<file path="src/rtl/and_chain_sched.sv">
// rtl/and_chain_sched.sv - round-robin scheduler folding requester operands through one shared AND unit
//
// and_gate: WIDTH-bit bitwise AND, the only AND datapath in this file.
//   a, b : operands
//   y    : a & b
//
// and_chain_sched: arbitrates NREQ requesters round-robin, latches the
// winner's NOPS operands and reduces them through a single and_gate, one
// operand per cycle, then reports the result with the requester id.
//   clk, rst  : clock, asynchronous active-high reset
//   req       : per-requester request level, held until ack
//   ops       : operand j of requester i at ops[(i*NOPS+j)*WIDTH +: WIDTH]
//   ack       : one-cycle pulse to the served requester
//   res_valid : one-cycle result strobe
//   res       : reduced AND, held until the next result
//   res_id    : index of the served requester
//   busy      : high whenever a request is in flight

module and_gate #(
  parameter int WIDTH = 8
) (
  input  logic [WIDTH-1:0] a,
  input  logic [WIDTH-1:0] b,
  output logic [WIDTH-1:0] y
);
  assign y = a & b;
endmodule

module and_chain_sched #(
  parameter int NREQ  = 4,
  parameter int NOPS  = 3,
  parameter int WIDTH = 8,
  localparam int IDW  = (NREQ > 1) ? $clog2(NREQ) : 1
) (
  input  logic                        clk,
  input  logic                        rst,
  input  logic [NREQ-1:0]             req,
  input  logic [NREQ*NOPS*WIDTH-1:0]  ops,
  output logic [NREQ-1:0]             ack,
  output logic                        res_valid,
  output logic [WIDTH-1:0]            res,
  output logic [IDW-1:0]              res_id,
  output logic                        busy
);

  localparam int IW = $clog2(NOPS + 1);

  typedef enum logic [1:0] {IDLE, STEP, DONE} state_t;

  state_t           state_q, state_d;
  logic [IDW-1:0]   ptr_q, ptr_d;
  logic [WIDTH-1:0] acc_q, acc_d;
  logic [IW-1:0]    idx_q, idx_d;
  logic [IDW-1:0]   res_id_q, res_id_d;
  logic [WIDTH-1:0] res_q, res_d;
  logic [WIDTH-1:0] ops_q [NOPS];
  logic [WIDTH-1:0] ops_d [NOPS];

  logic             gnt_found;
  logic [IDW-1:0]   gnt_idx;
  logic [WIDTH-1:0] op_sel;
  logic [WIDTH-1:0] and_y;

  function automatic logic [IDW-1:0] wrap_idx(input logic [IDW-1:0] base, input int off);
    int s;
    s = int'(base) + off;
    if (s >= NREQ) s = s - NREQ;
    return IDW'(s);
  endfunction

  // Scan from the highest offset down so the requester closest to ptr wins.
  always_comb begin
    gnt_found = 1'b0;
    gnt_idx   = '0;
    for (int i = NREQ - 1; i >= 0; i--) begin
      if (req[wrap_idx(ptr_q, i)]) begin
        gnt_found = 1'b1;
        gnt_idx   = wrap_idx(ptr_q, i);
      end
    end
  end

  // Compare-based mux keeps idx width independent of the operand array depth.
  always_comb begin
    op_sel = '0;
    for (int j = 0; j < NOPS; j++) begin
      if (idx_q == IW'(j)) op_sel = ops_q[j];
    end
  end

  and_gate #(.WIDTH(WIDTH)) u_and (
    .a (acc_q),
    .b (op_sel),
    .y (and_y)
  );

  always_comb begin
    state_d  = state_q;
    ptr_d    = ptr_q;
    acc_d    = acc_q;
    idx_d    = idx_q;
    res_id_d = res_id_q;
    res_d    = res_q;
    for (int j = 0; j < NOPS; j++) ops_d[j] = ops_q[j];

    case (state_q)
      IDLE: begin
        if (gnt_found) begin
          for (int j = 0; j < NOPS; j++) begin
            ops_d[j] = ops[(int'(gnt_idx) * NOPS + j) * WIDTH +: WIDTH];
          end
          acc_d    = ops[int'(gnt_idx) * NOPS * WIDTH +: WIDTH];
          idx_d    = IW'(1);
          res_id_d = gnt_idx;
          if (NOPS > 1) begin
            state_d = STEP;
          end else begin
            // Single operand: the result is the operand itself, no fold needed.
            state_d = DONE;
            res_d   = ops[int'(gnt_idx) * NOPS * WIDTH +: WIDTH];
          end
        end
      end
      STEP: begin
        acc_d = and_y;
        idx_d = idx_q + IW'(1);
        if (idx_q == IW'(NOPS - 1)) begin
          state_d = DONE;
          // res is loaded on entry to DONE so it equals acc there and then
          // holds while the next grant overwrites acc.
          res_d   = and_y;
        end
      end
      DONE: begin
        ptr_d   = wrap_idx(res_id_q, 1);
        state_d = IDLE;
      end
      default: state_d = IDLE;
    endcase
  end

  always_ff @(posedge clk or posedge rst) begin
    if (rst) begin
      state_q  <= IDLE;
      ptr_q    <= '0;
      acc_q    <= '0;
      idx_q    <= '0;
      res_id_q <= '0;
      res_q    <= '0;
      for (int j = 0; j < NOPS; j++) ops_q[j] <= '0;
    end else begin
      state_q  <= state_d;
      ptr_q    <= ptr_d;
      acc_q    <= acc_d;
      idx_q    <= idx_d;
      res_id_q <= res_id_d;
      res_q    <= res_d;
      for (int j = 0; j < NOPS; j++) ops_q[j] <= ops_d[j];
    end
  end

  always_comb begin
    busy      = (state_q != IDLE);
    res_valid = (state_q == DONE);
    res       = res_q;
    res_id    = res_id_q;
    ack       = '0;
    if (state_q == DONE) ack = {{(NREQ-1){1'b0}}, 1'b1} << res_id_q;
  end

endmodule
</file>
<file path="config.mk">
export PLATFORM = sky130hd
export DESIGN_NAME = and_chain_sched
export DESIGN_NICKNAME = d
export VERILOG_FILES = /design/src/rtl/and_chain_sched.sv
export SDC_FILE = /design/constraint.sdc
export NUM_CORES = 1
export LEC_CHECK = 0
export CORE_ASPECT_RATIO = 1.4
export CORE_UTILIZATION = 43
export DETAILED_ROUTE_END_ITERATION = 8
export PLACE_DENSITY = 0.77
export SETUP_SLACK_MARGIN = 0.4
export SKIP_LAST_GASP = 1
export SLEW_MARGIN = 10
export SYNTH_ARGS = -nofsm -noshare
export SYNTH_HDL_FRONTEND = slang
export SYNTH_HIERARCHICAL = 1
export SYNTH_SLANG_ARGS = --single-unit
</file>
<file path="constraint.sdc">
create_clock -name clk -period 3.45 [get_ports clk]
set_input_delay 0.345 -clock clk [delete_from_list [all_inputs] [get_ports clk]]
set_output_delay 0.345 -clock clk [all_outputs]
set_load 0.01 [all_outputs]
</file>
# Word-level counts from Yosys, hierarchy flattened
# Index checks and enable logic that the tools add are counted.
# word_totals
register_bits	48
latchBits	0
mem_bits_rw	0
romBits	0
in_bits	102
out_inout_bits	16
wordCells	81
memories	0
# op_classes
add_sub_neg	12
n_mul	1
n_div	0
n_lt_le_gt_ge	9
eq_ne	6
shift	4
n_mux	31
bitwise_logic	1
reduce_logical	8
# op_table
cell	n
96-bit by 32-bit indexed part select with 8-bit output	2
96-bit by 8-bit indexed part select with 8-bit output	1
8-bit two-way mux	4
29-bit by 2-bit adder with 29-bit output, second input constant	1
29-bit by 3-bit adder with 29-bit output, second input constant	1
2-bit two-way mux	11
8-bit one-hot mux with 2 select lines	1
3-bit greater-or-equal comparator, second input constant	4
2-bit by 3-bit less-than comparator with 1-bit output, second input constant	4
2-bit by 1-bit subtractor with 2-bit output, second input constant	5
8-bit bitwise AND	1
1-bit binary-select mux with 2-bit select	4
1-bit two-way mux	8
2-bit one-hot mux with 2 select lines	2
2-bit AND reduction	4
2-bit by 1-bit adder with 3-bit output, second input constant	2
2-bit by 2-bit adder with 3-bit output, second input constant	2
2-bit by 1-bit == test with 1-bit output, second input constant	2
2-bit == test, second input constant	2
2-bit logical NOT	2
2-bit by 2-bit multiplier with 4-bit output, second input constant	1
4-bit two-way mux	1
2-bit != test, second input constant	2
2-bit nonzero test	2
3 further kinds	3

# Longest topological paths before layout
# Gate-level depths: netlist (run 1).
# depth
word_depth	13
mapped_depth	15
ltp_nobuf	11

# By module
# Netlist (run 1), hierarchy kept.
# by_module_without_submodules
module	n_inst	cells_each	area_each_um2	seq_area_each_um2
and_chain_sched	1	363	3578.4	1201.2
and_gate	1	8	50.0	0.0

# Worst setup path after synthesis (run 1)
# Ideal clock, no wire load.
# synth_path
kind	input to register
from	input port req[2]
to	register ops_q[3] (netlist name)
setup_time_ns	0.065
arrival_time_ns	3.440
required_ns	3.385
path_slack_ns	-0.055
path_stages	14
path_buffers	4
cell_sequence	nor2b_1 > or4b_1 > and2_1 > buf_6 > buf_2 > clkbuf_1 > ha_1 > buf_2 > clkinv_1 > a21oi_1 > mux2i_1 > nor3_1 > a22o_1 > a31o_1
# synth_between
elab_chain_len	9
word_cells_on_any_way	20
classes_between	1 x add/sub; 1 x mul; 1 x shift; 16 x mux; 1 x reduce/logical
# synth_rtl
element	line	rtl
start, declared	37	input logic [NREQ-1:0] req,
1-bit binary-select mux with 2-bit select	76	if (req[wrap_idx(ptr_q, i)]) begin
1-bit two-way mux (implied by the code)	76	
2-bit two-way mux (4 in series)	76	
2-bit by 2-bit multiplier with 4-bit output	n/a	
29-bit by 3-bit adder with 29-bit output	110	ops_d[j] = ops[(int'(gnt_idx) * NOPS + j) * WIDTH +: WIDTH];
96-bit by 32-bit indexed part select with 8-bit output	110	
end, declared	56	logic [WIDTH-1:0] ops_q [NOPS];
# Parallel ways exist; a longest one is shown, timed or not. The select of a mux whose other input is x is not followed.
# A chain may end at the register's enable or synchronous reset.

# Worst setup path after layout (run 1)
# layout_path
from	input port req[3]
to	register ops_q[2] (netlist name)
# The elaborated chain is that of the path after synthesis.

==> impl_metrics.ini, run 1 <==
[run_status]
status = finished, final reports clean

[timing]
rsz0062_at_grt = no
timing.fmax_ghz = 0.341
clock_skew_ns = 0.00338
finalCriticalPeriod_ns = 2.93
hold_viol = 0
finalCritPeriodShare_pct = 85.0
relSlewSlack_pct = 36.4
setup_viol = 0
tns_ns = 0
tightest_slew_ns = 0.952
final_max_slew_viol_count = 0

[pwr]
clockPowerShare_pct = 13.4
leakagePower_nw = 2.24
seqPwrFrac_pct = 22.2
power_switching_share_pct = 41.4
p_per_area_nw_per_um2 = 865
p_comb_share_pct = 64.3
power.internal_mw = 2.67
power.net_switching_mw = 1.88
vdd_ir_drop_max_mv = 0.409

[die]
rows = 39
fp.dieW_um = 79.6
dieHeight_um = 111
initial_core_util_pct = 44.5
die-area_um2 = 8810
coreArea_um2 = 8150
io_pins = 118

[setup_path]
required_ns = 3.61
crit_path_max_fanout = 9
setup.worst_path.start_class = primary input
critPathLaunch = req[3]
crit_chain = clkdlybuf4s50_1 > nor2_1 > or4b_4 > and2_2 > ha_1 > buf_4 > mux4_2 > a22oi_1 > o21ai_1
critPathKind = in2reg
slowest_stage = or4b_4
timing.rr.start = ptr_q[0]$_DFFE_PP0P_
cpPeakStageDelay_ns = 0.55
timing.critical_path.to_type = flop
arrival_ns = 3.09

[finish]
diodes = 0
fill_cells = 637
drive_gt1_share_pct = 16.6
fin_util_pct = 64.5
num-nets-final = 608
fin_area_um2 = 5250
area_delta_synth_final_pct = 44.8

[synth]
yosysUniqueCellTypes = 43
synth.avg_cell_area_um2 = 9.78
synth_edf_count = 0
yosys-top-cells-area = dfrtp_1, mux4_2, nand2_1
yosysTopAreaCellShare_pct = 33.1
synth_cells = 371
yosysWarnings = 6
synthFlopType = dfrtp_1
ys_top_cells_by_count = nand2_1, dfrtp_1, a21oi_1
ys_seq_area_share_pct = 33.1
ys_ff_latch = 48
synth_top_area_cell = dfrtp_1
synth_area_um2 = 3630
syn-num-nets = 484
yosysMostFrequentCell = nand2_1
async_flop_share_pct = 100

[cts]
clock_sinks = 48
path_clk_slew_ns = 0.06
cts_root_buffer = clkbuf_16
cts_buffer_depth = 2
hold_buffers = 0
cts_tree = done
cts-htree-levels = 2
numCtsBuffers = 5
clk-insertion-delay-late_ns = 0.28

[min_path]
hp-class = reg2reg
min_from = ops_q[19]$_DFFE_PP0P_

[drt]
dr.first_iter.drc_count = 249
firstDrtPassIters = 5
routedWlPerCell_um = 18.7
drt_drc_violations_left = 0
drt_wl_total_um = 11200
via_per_inst = 5.86
antenna_left = 0
num_vias = 3497

[global_routing]
first_global_vias = 3576
grtUsageTotal_pct = 26.4
grt_pass1_wl_um = 17800
antenna_found_initial = 0
overflow = 0
grt_start_max_net_pins = 49

[flow_run]
cap_violations = 0

[place]
hpwlAfterDp_um = 8730
gp_congestion = 0.921
io_buffers = 117
placed_area_um2 = 4950
-- state kept, by name (all words and copies together), names as in the netlist --
name     count
acc_q        8
res          8
state_q      2
ops_q       24
idx_q        2
res_id       2
ptr_q        2
-- path summary, 6_finish.rpt --
kind / cells after the start / endpoint / slack, ns
hold reg to reg: 2 / ops_q[19]$_DFFE_PP0P_ / 0.48
hold / removal: 2 / ops_q[19]$_DFFE_PP0P_ / 0.48
setup / recovery: 9 / ops_q[2]$_DFFE_PP0P_ / 0.52
min in group asynchronous: 2 / res[7]$_DFFE_PP0P_ / 0.60
setup reg to reg: 8 / ops_q[2]$_DFFE_PP0P_ / 0.69
max in group asynchronous: 2 / ops_q[10]$_DFFE_PP0P_ / 2.26
-- placed cells by master, fill, tap and decap left out, types with 5 or more instances in the layout --
cell type          n
clkdlybuf4s50_1  117
nand2_1           65
dfrtp_1           48
a21oi_1           27
nor2_1            25
mux4_2            24
buf_4             22
mux2i_1           19
a221o_1           17
o21ai_0           12
and2_1            12
mux2_2            10
ha_1               9
inv_1              8
a22oi_1            7
nor2b_1            6
a21o_1             5
o21ai_1            5
clkbuf_16          5
-- kinds of logic after synthesis --
logic type / synth area share (%)
buffers and inverters: 4.86
adder cells (fa/ha/maj): 3.79
multiplexers: 23.9
flip-flops: 33.1
AND/OR/NAND/NOR: 14.4
AO/OA/AOI/OAI: 19.9
-- power by group through the flow --
stage,logic (mW),registers (mW),clock network [mW]
2_1_floorplan,1.94,0.989,0
3_3_place_gp,2.65,1.01,0
3_5_place_dp,2.70,1.02,0
4_1_cts,2.72,1.01,0.614
5_1_grt,3.15,1.05,0.641
6_report,2.93,1.01,0.610
-- metal layers --
metal	routed length [um]	track usage, %	vias up	part of all wire, %
li1	-	-	1625	-
met1	4300	33.4	1667	39
met2	5900	44.6	181	53
met3	671	3.46	24	6.0
met4	289	10.8	0	2.6
met5	0	0	-	0
-- metrics by stage --
stage	total power, mW	instances	hold WS [ns]	setup slack (ns)
after floorplan	2.93	371	0.446	0.417
after global placement	3.65	582	0.458	0.237
after detailed placement	3.72	582	0.464	0.137
after CTS	4.34	589	0.480	0.414
after global routing	4.84	597	0.496	0.409
final	4.55	597	0.480	0.517
-- critical path, delay by kind of cell --
family	cells	cell delay, ns
compound gates	2	0.25
mux	1	0.53
simple gates	3	0.88
buf+inv	2	0.75
fa+ha+maj	1	0.35
-- final cells by class --
class	instances	area [um^2]	share of cell area, %
Sequential cell	48	1200	22.9
Multi-Input combinational cell	287	2320	44.2
Tap cell	102	128	2.43
Inverter	12	51.3	0.976
Clock buffer	5	125	2.38
Clock inverter	2	60.1	1.14
Timing Repair Buffer	141	1370	26.0
-- timing repair --
item                                    in CTS  in global routing
gates resized for setup                      0                 10
endpoints found under the hold margin        0                  0
buffers inserted                             0                  8
endpoints found under the setup margin       0                 16
Note: power is estimated with default switching activity, not from simulation.
==> run 2: changes to the inputs <==
--- a/config.mk
+++ b/config.mk
@@ -10,8 +10,6 @@
 export DETAILED_ROUTE_END_ITERATION = 8
 export PLACE_DENSITY = 0.77
 export SETUP_SLACK_MARGIN = 0.4
-export SKIP_LAST_GASP = 1
-export SLEW_MARGIN = 10
 export SYNTH_ARGS = -nofsm -noshare
 export SYNTH_HDL_FRONTEND = slang
 export SYNTH_HIERARCHICAL = 1
==> results of run 2 <==
The final DEF is identical to that of run 1; final timing and power are the same.
==> run 3: changes to the inputs <==
--- a/config.mk
+++ b/config.mk
@@ -5,10 +5,11 @@
 export SDC_FILE = /design/constraint.sdc
 export NUM_CORES = 1
 export LEC_CHECK = 0
+export ABC_AREA = 1
 export CORE_ASPECT_RATIO = 1.4
-export CORE_UTILIZATION = 43
+export CORE_UTILIZATION = 44
 export DETAILED_ROUTE_END_ITERATION = 8
-export PLACE_DENSITY = 0.77
+export PLACE_DENSITY = 0.76
 export SETUP_SLACK_MARGIN = 0.4
 export SYNTH_ARGS = -nofsm -noshare
 export SYNTH_HDL_FRONTEND = slang
==> run 3 against run 2 <==
Effect of this change:
- the run now ends with DRC left
- via count grew 38%
- non-clock buffer count decreased by 9
- register-to-register slack got worse by 0.04 ns
- synthesized area is 16% higher
- synthesized cell count rose by 88%
- routed wire length grew 22%
- maximum frequency is 4.7% higher
- sequential cell count unchanged
- clock-buffer cell count is the same
- critical path depth grew 8
- global-route usage grew 1.3 points
- worst hold slack improved by 0.00078 ns
- critical endpoint is now ops_q[5]$_DFFE_PP0P_
==> impl_metrics.ini, run 3 <==
[setup_path]
r2r_cells = 17
timing.rr.start = ptr_q[0]$_DFFE_PP0P_
crit_path_max_fanout = 26
rrSetupSlack_ns = 0.65
r2r-end = ops_q[5]$_DFFE_PP0P_
critPathLaunch = ptr_q[0]$_DFFE_PP0P_
cpPeakStageDelay_ns = 0.50
critPathKind = reg2reg
crit_chain = inv_1 > nand2_1 > nand3_1 > nand2_1 > a21oi_1 > o211ai_1 > nand2_2 > clkinv_1 > ha_2 > clkinv_1 > buf_4 > nand3_1 > nand3_1 > nand2_1 > nand2_1 > nand2_1 > nand2_1
timing.critical_path.to_type = flop
required_ns = 3.62
crit_end = ops_q[5]$_DFFE_PP0P_
path_common_cell = nand2_1
slowest_stage = dfrtp_2
arrival_ns = 2.97
setup.worst_path.start_class = flop

[timing]
timing.fmax_ghz = 0.357
clock_skew_ns = 0.00421
relSlewSlack_pct = 35.3
finalCritPeriodShare_pct = 81.2
tns_ns = 0
rsz0062_at_grt = no
whs_ns = 0.481
hold_viol = 0
tightest_slew_ns = 0.970
final_max_slew_viol_count = 0
finalCriticalPeriod_ns = 2.80
setup_viol = 0

[cts]
clock_sinks = 48
clk-insertion-delay-late_ns = 0.29
cts_root_buffer = clkbuf_16
numCtsBuffers = 5
cts_buffer_depth = 2
cts-htree-levels = 2
path_clk_slew_ns = 0.06
hold_buffers = 0
cts_tree = done

[run_status]
violations = DRC
status = finished, violations left

[finish]
largest-register = ops_q
largest_register_ffs = 24
drive_gt1_share_pct = 4.37
diodes = 0
fin_area_um2 = 5640
num-nets-final = 913
fin_cells = 908
final_common_cell = nand2_1
layout_common_cells = nand2_1, clkdlybuf4s50_1, nand3_1, inv_1, dfrtp_1
area_delta_synth_final_pct = 34.3

[die]
initial_core_util_pct = 46.0
die-area_um2 = 9940
rows = 41
coreArea_um2 = 9130
io_pins = 118
fp.dieW_um = 84.5
dieHeight_um = 118

[synth]
synth_cells = 696
synthFlopType = dfrtp_1
synth.avg_cell_area_um2 = 6.03
synth_area_um2 = 4200
yosysUniqueCellTypes = 26
ys_top_cells_by_count = nand2_1, nand3_1, inv_1
ys_ff_latch = 48
yosys-top-cells-area = dfrtp_1, nand2_1, nand3_1
yosysWarnings = 6
ys_seq_area_share_pct = 28.6
synth_edf_count = 0
syn-num-nets = 809
yosysMostFrequentCell = nand2_1
synth_top_area_cell = dfrtp_1
async_flop_share_pct = 100
yosysTopAreaCellShare_pct = 28.6

[drt]
dr.first_iter.drc_count = 230
firstDrtPassIters = 6
num_vias = 4810
drt_drc_violations_left = 5
antenna_left = 0
drt_wl_total_um = 13600
via_per_inst = 5.30
routedWlPerCell_um = 15.0

[global_routing]
grt_pass1_wl_um = 22400
met1_usage_pct = 35.6
grt_start_max_net_pins = 53
overflow = 0
met2_usage_pct = 48.7
busiest_layer = met2
grtUsageTotal_pct = 27.7
gr-usage-met3_pct = 1.82
antenna_found_initial = 0
first_global_vias = 4739

[place]
io_buffers = 117
hpwlAfterDp_um = 10500
placed_area_um2 = 5430
gp_congestion = 0.928
place_inst = 899

[min_path]
hp-class = reg2reg

[flow_run]
cap_violations = 0
-- run 3: cell count changes after synthesis, sizes merged, moves of 13 or more --
cell    before  now
a221o       17    0
and2        13    0
inv          9   99
mux2i       20    0
mux4        24    0
nand2       66  254
nand3        2  110
nand3b       0   19
o211ai       0   17
o21ai       18   35
-- run 3: how the worst min path moves through the flow --
| stage | from | endpoint | slack (ns) | depth (start not counted) |
|---|---|---|---|---|
| 2_1_floorplan | ops_q[10]$_DFFE_PP0P_ | ops_q[10]$_DFFE_PP0P_ | 0.45 | 2 |
| 3_3_place_gp | res[7]$_DFFE_PP0P_ | res[7]$_DFFE_PP0P_ | 0.46 | 2 |
| 5_1_grt | ops_q[16]$_DFFE_PP0P_ | ops_q[16]$_DFFE_PP0P_ | 0.50 | 2 |
| 6_report | res[3]$_DFFE_PP0P_ | res[3]$_DFFE_PP0P_ | 0.48 | 2 |
| 3_5_place_dp | res[7]$_DFFE_PP0P_ | res[7]$_DFFE_PP0P_ | 0.47 | 2 |
| 4_1_cts | ops_q[11]$_DFFE_PP0P_ | ops_q[11]$_DFFE_PP0P_ | 0.49 | 2 |
-- run 3: final cells by class --
type | count | area (um^2)
inverters | 102 | 387
well taps | 107 | 134
multi-input cells | 511 | 2440
clock inverters | 3 | 42.5
repair buffers | 132 | 1300
clock buffers | 5 | 125
fillers | 883 | 3500
flip-flops and latches | 48 | 1200
-- run 3: timing repair --
action,in CTS,in global routing
gates resized for setup,1,5
endpoints found under the setup margin,6,13
setup buffers,0,1
-- run 3: kinds of logic (layout without fill, tap and decap cells) --
kind of cell / after synthesis / after routing / share of synthesized area [%]
simple gates: 407 / 407 / 42.4
buf+inv: 137 / 242 / 13.3
compound gates: 91 / 91 / 12.0
flops: 48 / 48 / 28.6
fa+ha+maj: 11 / 11 / 3.28
xor+xnor: 2 / 2 / 0.417
-- run 3: critical path: cells and delay by family, from the launching register on --
kind,cells,cell delay (ns)
buf+inv,4,0.55
compound gates,2,0.32
fa+ha+maj,1,0.45
flops,1,0.50
simple gates,10,0.86
-- run 3: layer usage --
| metal | part of all wire, % | wire [um] | vias up |
|---|---|---|---|
| li1 | - | - | 2427 |
| met1 | 42 | 5750 | 2180 |
| met2 | 51 | 6930 | 178 |
| met3 | 4.6 | 620 | 25 |
| met4 | 2.1 | 287 | 0 |
| met5 | 0 | 0 | - |
-- run 3: per-stage QoR --
stage / setup WS, ns / util (%)
global route: 0.431 / 61.7
CTS: 0.409 / 61.4
global placement: 0.249 / 59.5
detailed placement: 0.122 / 59.5
finish: 0.649 / 61.7
floorplan: 0.633 / -
Power of run 3 is not shown: default switching activity piles up to over one toggle a cycle in this logic, so the estimate is an artifact.
